--- config.mk ---
export PLATFORM = sky130hd
export DESIGN_NAME = instr_fetch_unit
export DESIGN_NICKNAME = d
export VERILOG_FILES = /design/src/rtl/instr_fetch_unit.sv
export SDC_FILE = /design/constraint.sdc
export NUM_CORES = 1
export LEC_CHECK = 0
export BUFFER_PORTS_ARGS = -buffer_cell sky130_fd_sc_hd__buf_4
export CORE_ASPECT_RATIO = 0.7
export CORE_MARGIN = 2
export CORE_UTILIZATION = 46
export CTS_CLUSTER_DIAMETER = 50
export DETAILED_ROUTE_END_ITERATION = 8
export HOLD_SLACK_MARGIN = 0.12
export PLACE_DENSITY = 0.73
export SLEW_MARGIN = 20
export SYNTH_ARGS = -nofsm -noshare
export SYNTH_HDL_FRONTEND = slang
export SYNTH_SLANG_ARGS = --single-unit
--- constraint.sdc ---
create_clock -name clk -period 2.2 [get_ports clk]
set_input_delay 0.11 -clock clk [delete_from_list [all_inputs] [get_ports clk]]
set_output_delay 0.11 -clock clk [all_outputs]
set_load 0.03 [all_outputs]
--- src/rtl/instr_fetch_unit.sv ---
// Instruction fetch unit: reads the PC address, fetches from instruction memory over req/ack,
// and hands the word to decode with valid/ready. Holds the PC via pc_stall while a fetch is pending.
module instr_fetch_unit #(
  parameter int unsigned ADDR_W  = 5,
  parameter int unsigned INSTR_W = 32,
  parameter int unsigned TIMEOUT = 15
) (
  input  logic               clk,
  input  logic               reset,
  input  logic [ADDR_W-1:0]  pc_addr,
  output logic               pc_stall,
  input  logic               flush,
  output logic               mem_req,
  output logic [ADDR_W-1:0]  mem_addr,
  input  logic               mem_ack,
  input  logic [INSTR_W-1:0] mem_rdata,
  output logic               instr_valid,
  input  logic               instr_ready,
  output logic [INSTR_W-1:0] instr_out,
  output logic [ADDR_W-1:0]  instr_addr,
  output logic               fetch_err,
  output logic [15:0]        fetch_count
);

  typedef enum logic [1:0] {
    IDLE,
    REQ,
    HOLD,
    ERR
  } state_t;

  localparam logic [7:0] TMO_LIMIT = 8'(TIMEOUT);

  state_t     state;
  logic [7:0] tmo_cnt;
  logic [7:0] tmo_next;

  assign tmo_next = tmo_cnt + 8'd1;

  // The only cycle the PC may advance is the one in which decode takes the held word.
  assign pc_stall = !((state == HOLD) && instr_ready && !flush);

  always_ff @(posedge clk or posedge reset) begin
    if (reset) begin
      state       <= IDLE;
      tmo_cnt     <= '0;
      mem_req     <= 1'b0;
      mem_addr    <= '0;
      instr_valid <= 1'b0;
      instr_out   <= '0;
      instr_addr  <= '0;
      fetch_err   <= 1'b0;
      fetch_count <= '0;
    end else begin
      case (state)
        IDLE: begin
          state    <= REQ;
          mem_req  <= 1'b1;
          mem_addr <= pc_addr;
          tmo_cnt  <= '0;
        end

        REQ: begin
          // Flush outranks a coincident ack; an ack outranks a coincident timeout.
          if (flush) begin
            state   <= IDLE;
            mem_req <= 1'b0;
            tmo_cnt <= '0;
          end else if (mem_ack) begin
            state       <= HOLD;
            mem_req     <= 1'b0;
            instr_out   <= mem_rdata;
            instr_addr  <= mem_addr;
            instr_valid <= 1'b1;
            tmo_cnt     <= '0;
          end else if (tmo_next == TMO_LIMIT) begin
            state     <= ERR;
            mem_req   <= 1'b0;
            fetch_err <= 1'b1;
            tmo_cnt   <= tmo_next;
          end else begin
            tmo_cnt <= tmo_next;
          end
        end

        HOLD: begin
          if (flush) begin
            state       <= IDLE;
            instr_valid <= 1'b0;
          end else if (instr_ready) begin
            state       <= REQ;
            mem_req     <= 1'b1;
            mem_addr    <= pc_addr;
            instr_valid <= 1'b0;
            fetch_count <= fetch_count + 16'd1;
            tmo_cnt     <= '0;
          end
        end

        ERR: begin
          mem_req     <= 1'b0;
          instr_valid <= 1'b0;
          fetch_err   <= 1'b1;
        end

        default: begin
          state <= IDLE;
        end
      endcase
    end
  end

endmodule
## Yosys cells after proc, flatten, opt, wreduce, memory -nomap -nowiden

Index checks and enable logic that the tools add are counted.

- Bits in registers: 71
- Input bits: 42
- Logic and storage cells: 70

- $add $sub $neg: 2
- Equal/unequal tests: 12
- Multiplexer cells: 29
- Bitwise logic cells: 1
- Reduce and logical (&&, ||, !) cells: 17

Operators with widths:

| cell | number |
|---|---|
| $mux 8 | 4 |
| $pmux 8 s3 | 1 |
| $reduce_and 3->1 | 6 |
| $add 16x1->16 const B | 1 |
| $mux 1 | 12 |
| $ne 2x2->1 const B | 6 |
| $mux 2 | 5 |
| $mux 5 | 2 |
| $pmux 5 s2 | 1 |
| $add 8x1->8 const B | 1 |
| $eq 8x4->1 const B | 1 |
| $reduce_and 4->1 | 2 |
| $pmux 2 s3 | 1 |
| $reduce_bool 3->1 | 2 |
| $eq 2x2->1 const B | 2 |
| $ne 4x4->1 const B | 1 |
| $pmux 1 s4 | 1 |
| $reduce_bool 2->1 | 2 |
| $ne 3x3->1 const B | 1 |
| $pmux 1 s3 | 1 |
| $eq 2x1->1 const B | 1 |
| $logic_and 1x1->1 | 2 |
| $logic_not 1->1 | 2 |
| $logic_not 2->1 | 1 |
| other kinds (2) | 2 |

## Longest topological paths before layout

Gate-level depths: netlist (run 1).

- Depth in word-level cells: 6
- Gate-level depth with buffers: 8
- Mapped depth without buffers: 6

## Least setup slack after synthesis (run 1)

OpenSTA, ideal clock, no wires.

- Path kind: reg2reg
- Start point: register state[0]
- End point: register mem_addr[0]
- Setup time: 125 ps
- Arrival: 1876 ps
- Required time: 2075 ps
- Slack: 199 ps
- Cell stages (with the launch flop): 9
- Path buffers: 2
- Clock period less this slack: 2001 ps
- Path through: dfrtp_1 -> inv_1 -> ha_1 -> buf_2 -> and3b_1 -> buf_2 -> inv_1 -> o21ai_1 -> mux2_2

- Longest elaborated chain between the ends: 3
- Elaborated cells on any way between the ends: 7
- Those cells by class: eq/ne: 3; mux: 1; reduce/logical: 3

Ends and longest elaborated chain:

| item | RTL line | source |
|---|---|---|
| start: declaration | 34 | `state_t state;` |
| start signal: assignment | 45 | `state <= IDLE;` |
| start signal: assignment | 57 | `state <= REQ;` |
| start signal: assignment | 66 | `state <= IDLE;` |
| $eq 2x2->1 / $logic_not 2->1 (equally long branches) | 55 | `case (state)` |
| $ne 2x2->1 (no source line) / $reduce_bool 2->1 (equally long branches) | n/a |  |
| $reduce_and 3->1 (no source line) | n/a |  |
| end signal: assignment | 59 | `mem_addr <= pc_addr;` |
| end signal: assignment | 93 | `mem_addr <= pc_addr;` |
| end: declaration | 14 | `output logic [ADDR_W-1:0] mem_addr,` |

Several ways; a longest one is shown, not always the timed one.
A chain may end at the register's enable or synchronous reset.

## Worst setup path after layout (run 1)

- Start point: register tmo_cnt[0]
- End point: register mem_req

- Longest elaborated chain between the ends: 4

Ends and longest elaborated chain:

| item | RTL line | source |
|---|---|---|
| start: declaration | 35 | `logic [7:0] tmo_cnt;` |
| start signal: assignment | 80 | `tmo_cnt <= tmo_next;` |
| start signal: assignment | 82 | `tmo_cnt <= tmo_next;` |
| $add 8x1->8 | 38 | `assign tmo_next = tmo_cnt + 8'd1;` |
| $eq 8x4->1 | 76 | `end else if (tmo_next == TMO_LIMIT) begin` |
| $ne 4x4->1 (no source line) | n/a |  |
| $reduce_and 3->1 (no source line) | n/a |  |
| end signal: assignment | 47 | `mem_req <= 1'b0;` |
| end signal: assignment | 71 | `mem_req <= 1'b0;` |
| end signal: assignment | 78 | `mem_req <= 1'b0;` |
| end: declaration | 13 | `output logic mem_req,` |

No other way between the ends.

==> results.ini, run 1 <==
[drt]
postRouteAntennaNets=0
post_drt_wl_per_cell_um=16.4
drt_pre_antenna_iters=4
drt-vias-per-instance=5.07
drt_first_iter_violations=131
drt-total-wl_um=8300
drc_errors=0
via_count=2567

[critical_path]
critPathArrivalTime_ps=2230
path_class=flip-flop to flip-flop
reg2reg_depth=6
r2r-end=mem_req$_DFFE_PP0P_
r2r_slack_ps=180
endpoint_kind=flip-flop
cp.required_ps=2410
critPathLaunchType=flip-flop
path_max_fanout=11
reg2reg_from=tmo_cnt[0]$_DFFE_PP0P_

[synthesis]
ys.warnings.count=0
synth.top_cell.area_share_pct=54.7
synth.area.top_cells=dfrtp_1 55%, mux2_2 15%, ha_1 2.7%, xnor2_1 2.4%, nand2_1 2.0%
synth_flop_cell=dfrtp_1
synth_cell_types=48
async_flop_share_pct=100
synth.net_count=311
synth_top_area_cell=dfrtp_1
synth_edf_count=0
synth_area_um2=3250
ys_seq_elements=71
syn_inst=262
synth_area_per_cell_um2=12.4
synth-seq-area-share_pct=54.7

[grt]
grt_pass1_wl_um=13300
grt_use_met2_pct=35.8
grt_overflow=0
grt.met3_usage_pct=7.71
grt_start_max_net_pins=48
grt_pass1_vias=2653
globalRouteMet1Util_pct=29.1
grtUsageTotal_pct=22.3
grt.busiest_layer=met2
antenna_found_initial=0

[clock_tree]
clk_latency_ps=330
cts.sinks=71
cts.reportedPaths.clkPinSlew_ps=80
cts_tree=yes
cts_htree_levels=3
cts_root_buf=clkbuf_8
cts_buffer_depth=2
postCtsSetupBuffers=0
numCtsBuffers=9

[floorplanning]
rows=25
die_height_um=74.3
core_um2=6790
initial_core_util_pct=47.9
die-area_um2=7760
ios=104
die_w_um=104

[finish]
diodes=0
fin_nets=456
area_growth_pct=46.4
drive_above_1_share_pct=42.7
fin_area_um2=4760

[place]
io_buffers=103
dp_hpwl_um=5480
gp_congestion=0.875
place_ws_ps=203
place_area_um2=4150

[sta]
clock_skew_ps=7.78
setup_slack_ps=180
tns_ps=0
max_freq_mhz=495
post-route-period-util_pct=91.8
period_minus_slack_ps=2020
tightest_slew_ps=588
maxSlewViolCount=0
setup_viol_count_final=0
relSlewSlack_pct=60.5
rsz0062_at_grt=no
hold_viol_final=0

[pwr]
combPwrFrac_pct=45.3
powerDensity_nw_per_um2=1240
clkPwrFrac_pct=19.6
p_switching_mw=2.32
p_int_mw=3.57
p_leak_nw=2.23
peakVddDrop_v=0.000979
p_sw_share_pct=39.4
seq_power_share_pct=35.1

[worst_hold_path]
worstHoldStart=instr_ready
holdPathStages=4
hold_path_end=instr_valid$_DFFE_PP0P_
hold_class=primary input to flip-flop

[flow_run]
maxCapViolCount=0

[outcome]
status=completed

==> metrics by stage <==
stage | utilization (%) | instances | power, mW | hold slack [ps]
2_1_floorplan | - | 262 | 3.64 | 261
3_5_place_dp | 61.1 | 452 | 4.66 | 198
5_1_grt | 70.1 | 506 | 6.19 | 196
4_1_cts | 70.0 | 506 | 5.88 | 146
6_report | 70.1 | 506 | 5.89 | 171
3_3_place_gp | 61.1 | 452 | 4.59 | 202
==> synth_stat cells (all sizes together), types with 6 or more instances <==
master  number
buf          9
dfrtp       71
ha           7
inv         10
mux2        42
nand2       17
nand3        7
nand4        6
o21ai       11
xnor2        9
xor2         6
==> layout by cell type (no fill, tap or decap), types with 2 or more instances in the layout <==
master / synthesis / routed
buf_4: 0 / 106
dfrtp_1: 71 / 71
mux2_2: 42 / 42
dlygate4sd3_1: 0 / 38
nand2_1: 17 / 17
clkbuf_8: 0 / 10
inv_1: 10 / 9
o21ai_0: 9 / 9
xnor2_1: 9 / 9
ha_1: 7 / 7
nand3_1: 6 / 6
nand4_1: 6 / 6
xor2_1: 6 / 6
nor2_1: 5 / 5
nand2b_1: 4 / 4
a211oi_1: 4 / 4
nor4_1: 5 / 4
o31ai_1: 3 / 3
and3_1: 3 / 3
nand3b_1: 3 / 3
a21oi_1: 3 / 3
o21ai_1: 2 / 2
nor2b_1: 2 / 2
a21o_1: 2 / 2
nor4b_1: 2 / 2
mux2i_1: 2 / 2
and2_1: 2 / 2
a211o_1: 2 / 2
and4_1: 2 / 2
nor3_1: 2 / 2
bufinv_16: 0 / 2
buf_12: 0 / 2
==> power by group through the flow <==
stage               Clock, mW  Sequential, mW  Combinational (mW)
floorplan                   0            2.86               0.775
global placement            0            2.03                2.56
detailed placement          0            2.06                2.60
CTS                      1.18            2.04                2.66
global route             1.24            2.12                2.83
finish                   1.15            2.07                2.67
==> registers in the layout, summed over array words and instances (netlist names) <==
signal / count
instr_out: 32
fetch_count: 16
tmo_cnt: 8
instr_addr: 5
mem_addr: 5
state: 2
fetch_err: 1
instr_valid: 1
mem_req: 1
==> cells by family after synthesis <==
family,synth area share (%)
flops,54.7
simple gates,12.8
mux,15.2
compound gates,7.70
buf+inv,2.89
xor+xnor,4.04
fa+ha+maj,2.70
==> per-layer routing <==
layer  vias to the layer above  wire length, um  share of wire [%]
met5                         -                0                  0
met4                         0              113                1.4
met3                        10              582                7.0
met2                        85             3890                 47
met1                      1237             3710                 45
li1                       1235                -                  -
==> layout make-up <==
class | count | area, um^2
timing repair buffer | 146 | 1220
tap | 94 | 118
inverter | 10 | 37.5
clock buffer | 11 | 141
fill | 481 | 2030
multi-input combinational | 169 | 1390
clock inverter | 5 | 81.3
sequential | 71 | 1780
==> worst max path at each step <==
| stage | from | cells after the start | slack [ps] | to |
|---|---|---|---|---|
| 2_1_floorplan | state[0]$_DFFE_PP0P_ | 8 | 200 | mem_addr[0]$_DFFE_PP0P_ |
| 3_3_place_gp | tmo_cnt[0]$_DFFE_PP0P_ | 6 | 270 | mem_req$_DFFE_PP0P_ |
| 3_5_place_dp | tmo_cnt[0]$_DFFE_PP0P_ | 6 | 200 | mem_req$_DFFE_PP0P_ |
| 4_1_cts | tmo_cnt[0]$_DFFE_PP0P_ | 6 | 190 | mem_req$_DFFE_PP0P_ |
| 5_1_grt | state[0]$_DFFE_PP0P_ | 7 | 20 | fetch_count[15]$_DFFE_PP0P_ |
| 6_report | tmo_cnt[0]$_DFFE_PP0P_ | 6 | 180 | mem_req$_DFFE_PP0P_ |
==> worst max-delay path, cell delays in order, from the launching register on <==
cell and delay [ps]:
dfrtp_1 480, inv_1 90, ha_1 170, or4b_4 470
nor3_4 190, o22ai_1 120, a311o_1 370
==> what timing repair did <==
action,CTS,global route
hold buffers,38,0
endpoints found under the hold margin,61,0
endpoints found under the setup margin,0,1
gates resized for setup,0,1
Note: power is estimated with default switching activity, not from simulation.
==> inputs of run 2 (changes only) <==
--- a/config.mk
+++ b/config.mk
@@ -6,7 +6,7 @@
 export NUM_CORES = 1
 export LEC_CHECK = 0
 export BUFFER_PORTS_ARGS = -buffer_cell sky130_fd_sc_hd__buf_4
-export CORE_ASPECT_RATIO = 0.7
+export CORE_ASPECT_RATIO = 1.5
 export CORE_MARGIN = 2
 export CORE_UTILIZATION = 46
 export CTS_CLUSTER_DIAMETER = 50
==> run 2 against run 1 <==
  * Sequential share of layout area increased by 0.60 points
  * Fmax increased by 0.15%
  * Critical path type unchanged
  * Non-clock buffer count increased by 1
  * Combinational power decreased by 2%
  * Critical path depth unchanged
  * First-iteration DRC count increased by 19%
==> results.ini, run 2 (synthesis results as in run 1) <==
[sta]
relSlewSlack_pct=67.9
setup_viol_count_final=0
rsz0062_at_grt=no
timing.hold.ws_ps=144
max_freq_mhz=496
hold_viol_final=0
period_minus_slack_ps=2020
maxSlewViolCount=0
tns_ps=0
clock_skew_ps=12.6
post-route-period-util_pct=91.7
tightest_slew_ps=479
setup_slack_ps=183

[critical_path]
path_max_fanout=11
cpPeakStageDelay_ps=480
cpMaxStageDelayCell=dfrtp_1
crit_family=simple AND/OR/NAND/NOR gates
path_class=flip-flop to flip-flop
critPathArrivalTime_ps=2240
endpoint_kind=flip-flop
reg2reg_from=tmo_cnt[0]$_DFFE_PP0P_
critPathBufInv=1
cp_cell_sequence=inv_1 -> ha_1 -> or4b_4 -> nor3_4 -> o22ai_1 -> a311o_1
cp.required_ps=2430
critPathLaunchType=flip-flop
startpoint=tmo_cnt[0]$_DFFE_PP0P_

[clock_tree]
cts_root_buf=clkbuf_8
cts_buffer_depth=2
cts_htree_levels=3
clk_latency_ps=350
postCtsSetupBuffers=0
cts_tree=yes
numCtsBuffers=9
cts.reportedPaths.clkPinSlew_ps=80
cts.sinks=71

[finish]
area_growth_pct=44.1
diodes=0
drive_above_1_share_pct=42.6
largestRegisters=instr_out (32), fetch_count (16), tmo_cnt (8)
largest-register=instr_out
largest_reg_flops=32
final_common_cell=buf_4
fin_nets=457
utilization_pct=68.3
final_cell_mix=108 x buf_4, 71 x dfrtp_1, 42 x mux2_2, 38 x dlygate4sd3_1, 16 x nand2_1

[pwr]
p_int_mw=3.37
p_sw_share_pct=39.9
powerDensity_nw_per_um2=1200
clkPwrFrac_pct=16.7
peakVddDrop_v=0.000862
power_mw=5.60
p_switching_mw=2.24
p_leak_nw=2.21
combPwrFrac_pct=46.8
seq_power_share_pct=36.5

[drt]
drt-vias-per-instance=5.35
postRouteAntennaNets=0
via_count=2625
post_drt_wl_per_cell_um=16.1
drt_first_iter_violations=156
drt_pre_antenna_iters=4
drt-total-wl_um=7920
drc_errors=0

[place]
place_ws_ps=243
io_buffers=103
dp_hpwl_um=5200
gp_congestion=0.807

[floorplanning]
ios=104
die_w_um=72.6
core_um2=6850
initial_core_util_pct=47.4
rows=37
die_height_um=107
die-area_um2=7770

[worst_hold_path]
hold_class=primary input to flip-flop
worstHoldStart=instr_ready

[grt]
grtUsageTotal_pct=21.4
antenna_found_initial=0
grt_pass1_wl_um=12800
grt_pass1_vias=2668
grt_start_max_net_pins=72
grt_overflow=0

[flow_run]
maxCapViolCount=0

[outcome]
status=completed

==> run 2: through the flow <==
step                cells  instance area [um^2]
floorplan             262                  3250
global placement      437                  4120
detailed placement    437                  4120
CTS                   491                  4680
global route          491                  4680
finish                491                  4680
==> run 2: final cells by class <==
type                       count  area, um^2
inverter                      10        37.5
tap                           78        97.6
sequential                    71        1780
fill                         497        2170
clock inverter                 3        17.5
timing repair buffer         147        1210
multi-input combinational    169        1380
clock buffer                  13         159
==> run 2: final timing paths <==
kind | slack [ps] | cells after the start | to
setup / recovery | 180 | 6 | mem_req$_DFFE_PP0P_
hold / removal | 140 | 4 | instr_valid$_DFFE_PP0P_
setup reg to reg | 180 | 6 | mem_req$_DFFE_PP0P_
hold reg to reg | 470 | 1 | fetch_count[15]$_DFFE_PP0P_
max in group asynchronous | 1490 | 4 | tmo_cnt[5]$_DFFE_PP0P_
min in group asynchronous | 390 | 4 | instr_out[12]$_DFFE_PP0P_
==> run 2: worst reg2reg max path: cells and delay by family (launching register included) <==
kind / cells / cell delay (ps)
adder cells (fa/ha/maj): 1 / 160
AND/OR/NAND/NOR: 2 / 660
flip-flops: 1 / 480
buffers and inverters: 1 / 100
AO/OA/AOI/OAI: 2 / 500
==> run 2: repair_timing <==
action                                 4_1_cts  5_1_grt
hold buffers                                38        0
endpoints found under the hold margin      108        0
gates resized for setup                      0        0
==> run 2: metal layers <==
layer | global-route usage (%) | routed length (um)
met1 | 24.4 | 3070
met2 | 37.2 | 4300
met3 | 4.51 | 320
met4 | 10.3 | 230
met5 | 0 | 0
==> run 2: power by group through the flow <==
stage               Clock, mW  Sequential (mW)  Combinational, mW
finish                  0.935             2.04               2.62
CTS                     0.969             2.03               2.63
floorplan                   0             2.86              0.775
global route             1.02             2.09               2.77
global placement            0             2.02               2.54
detailed placement          0             2.05               2.57
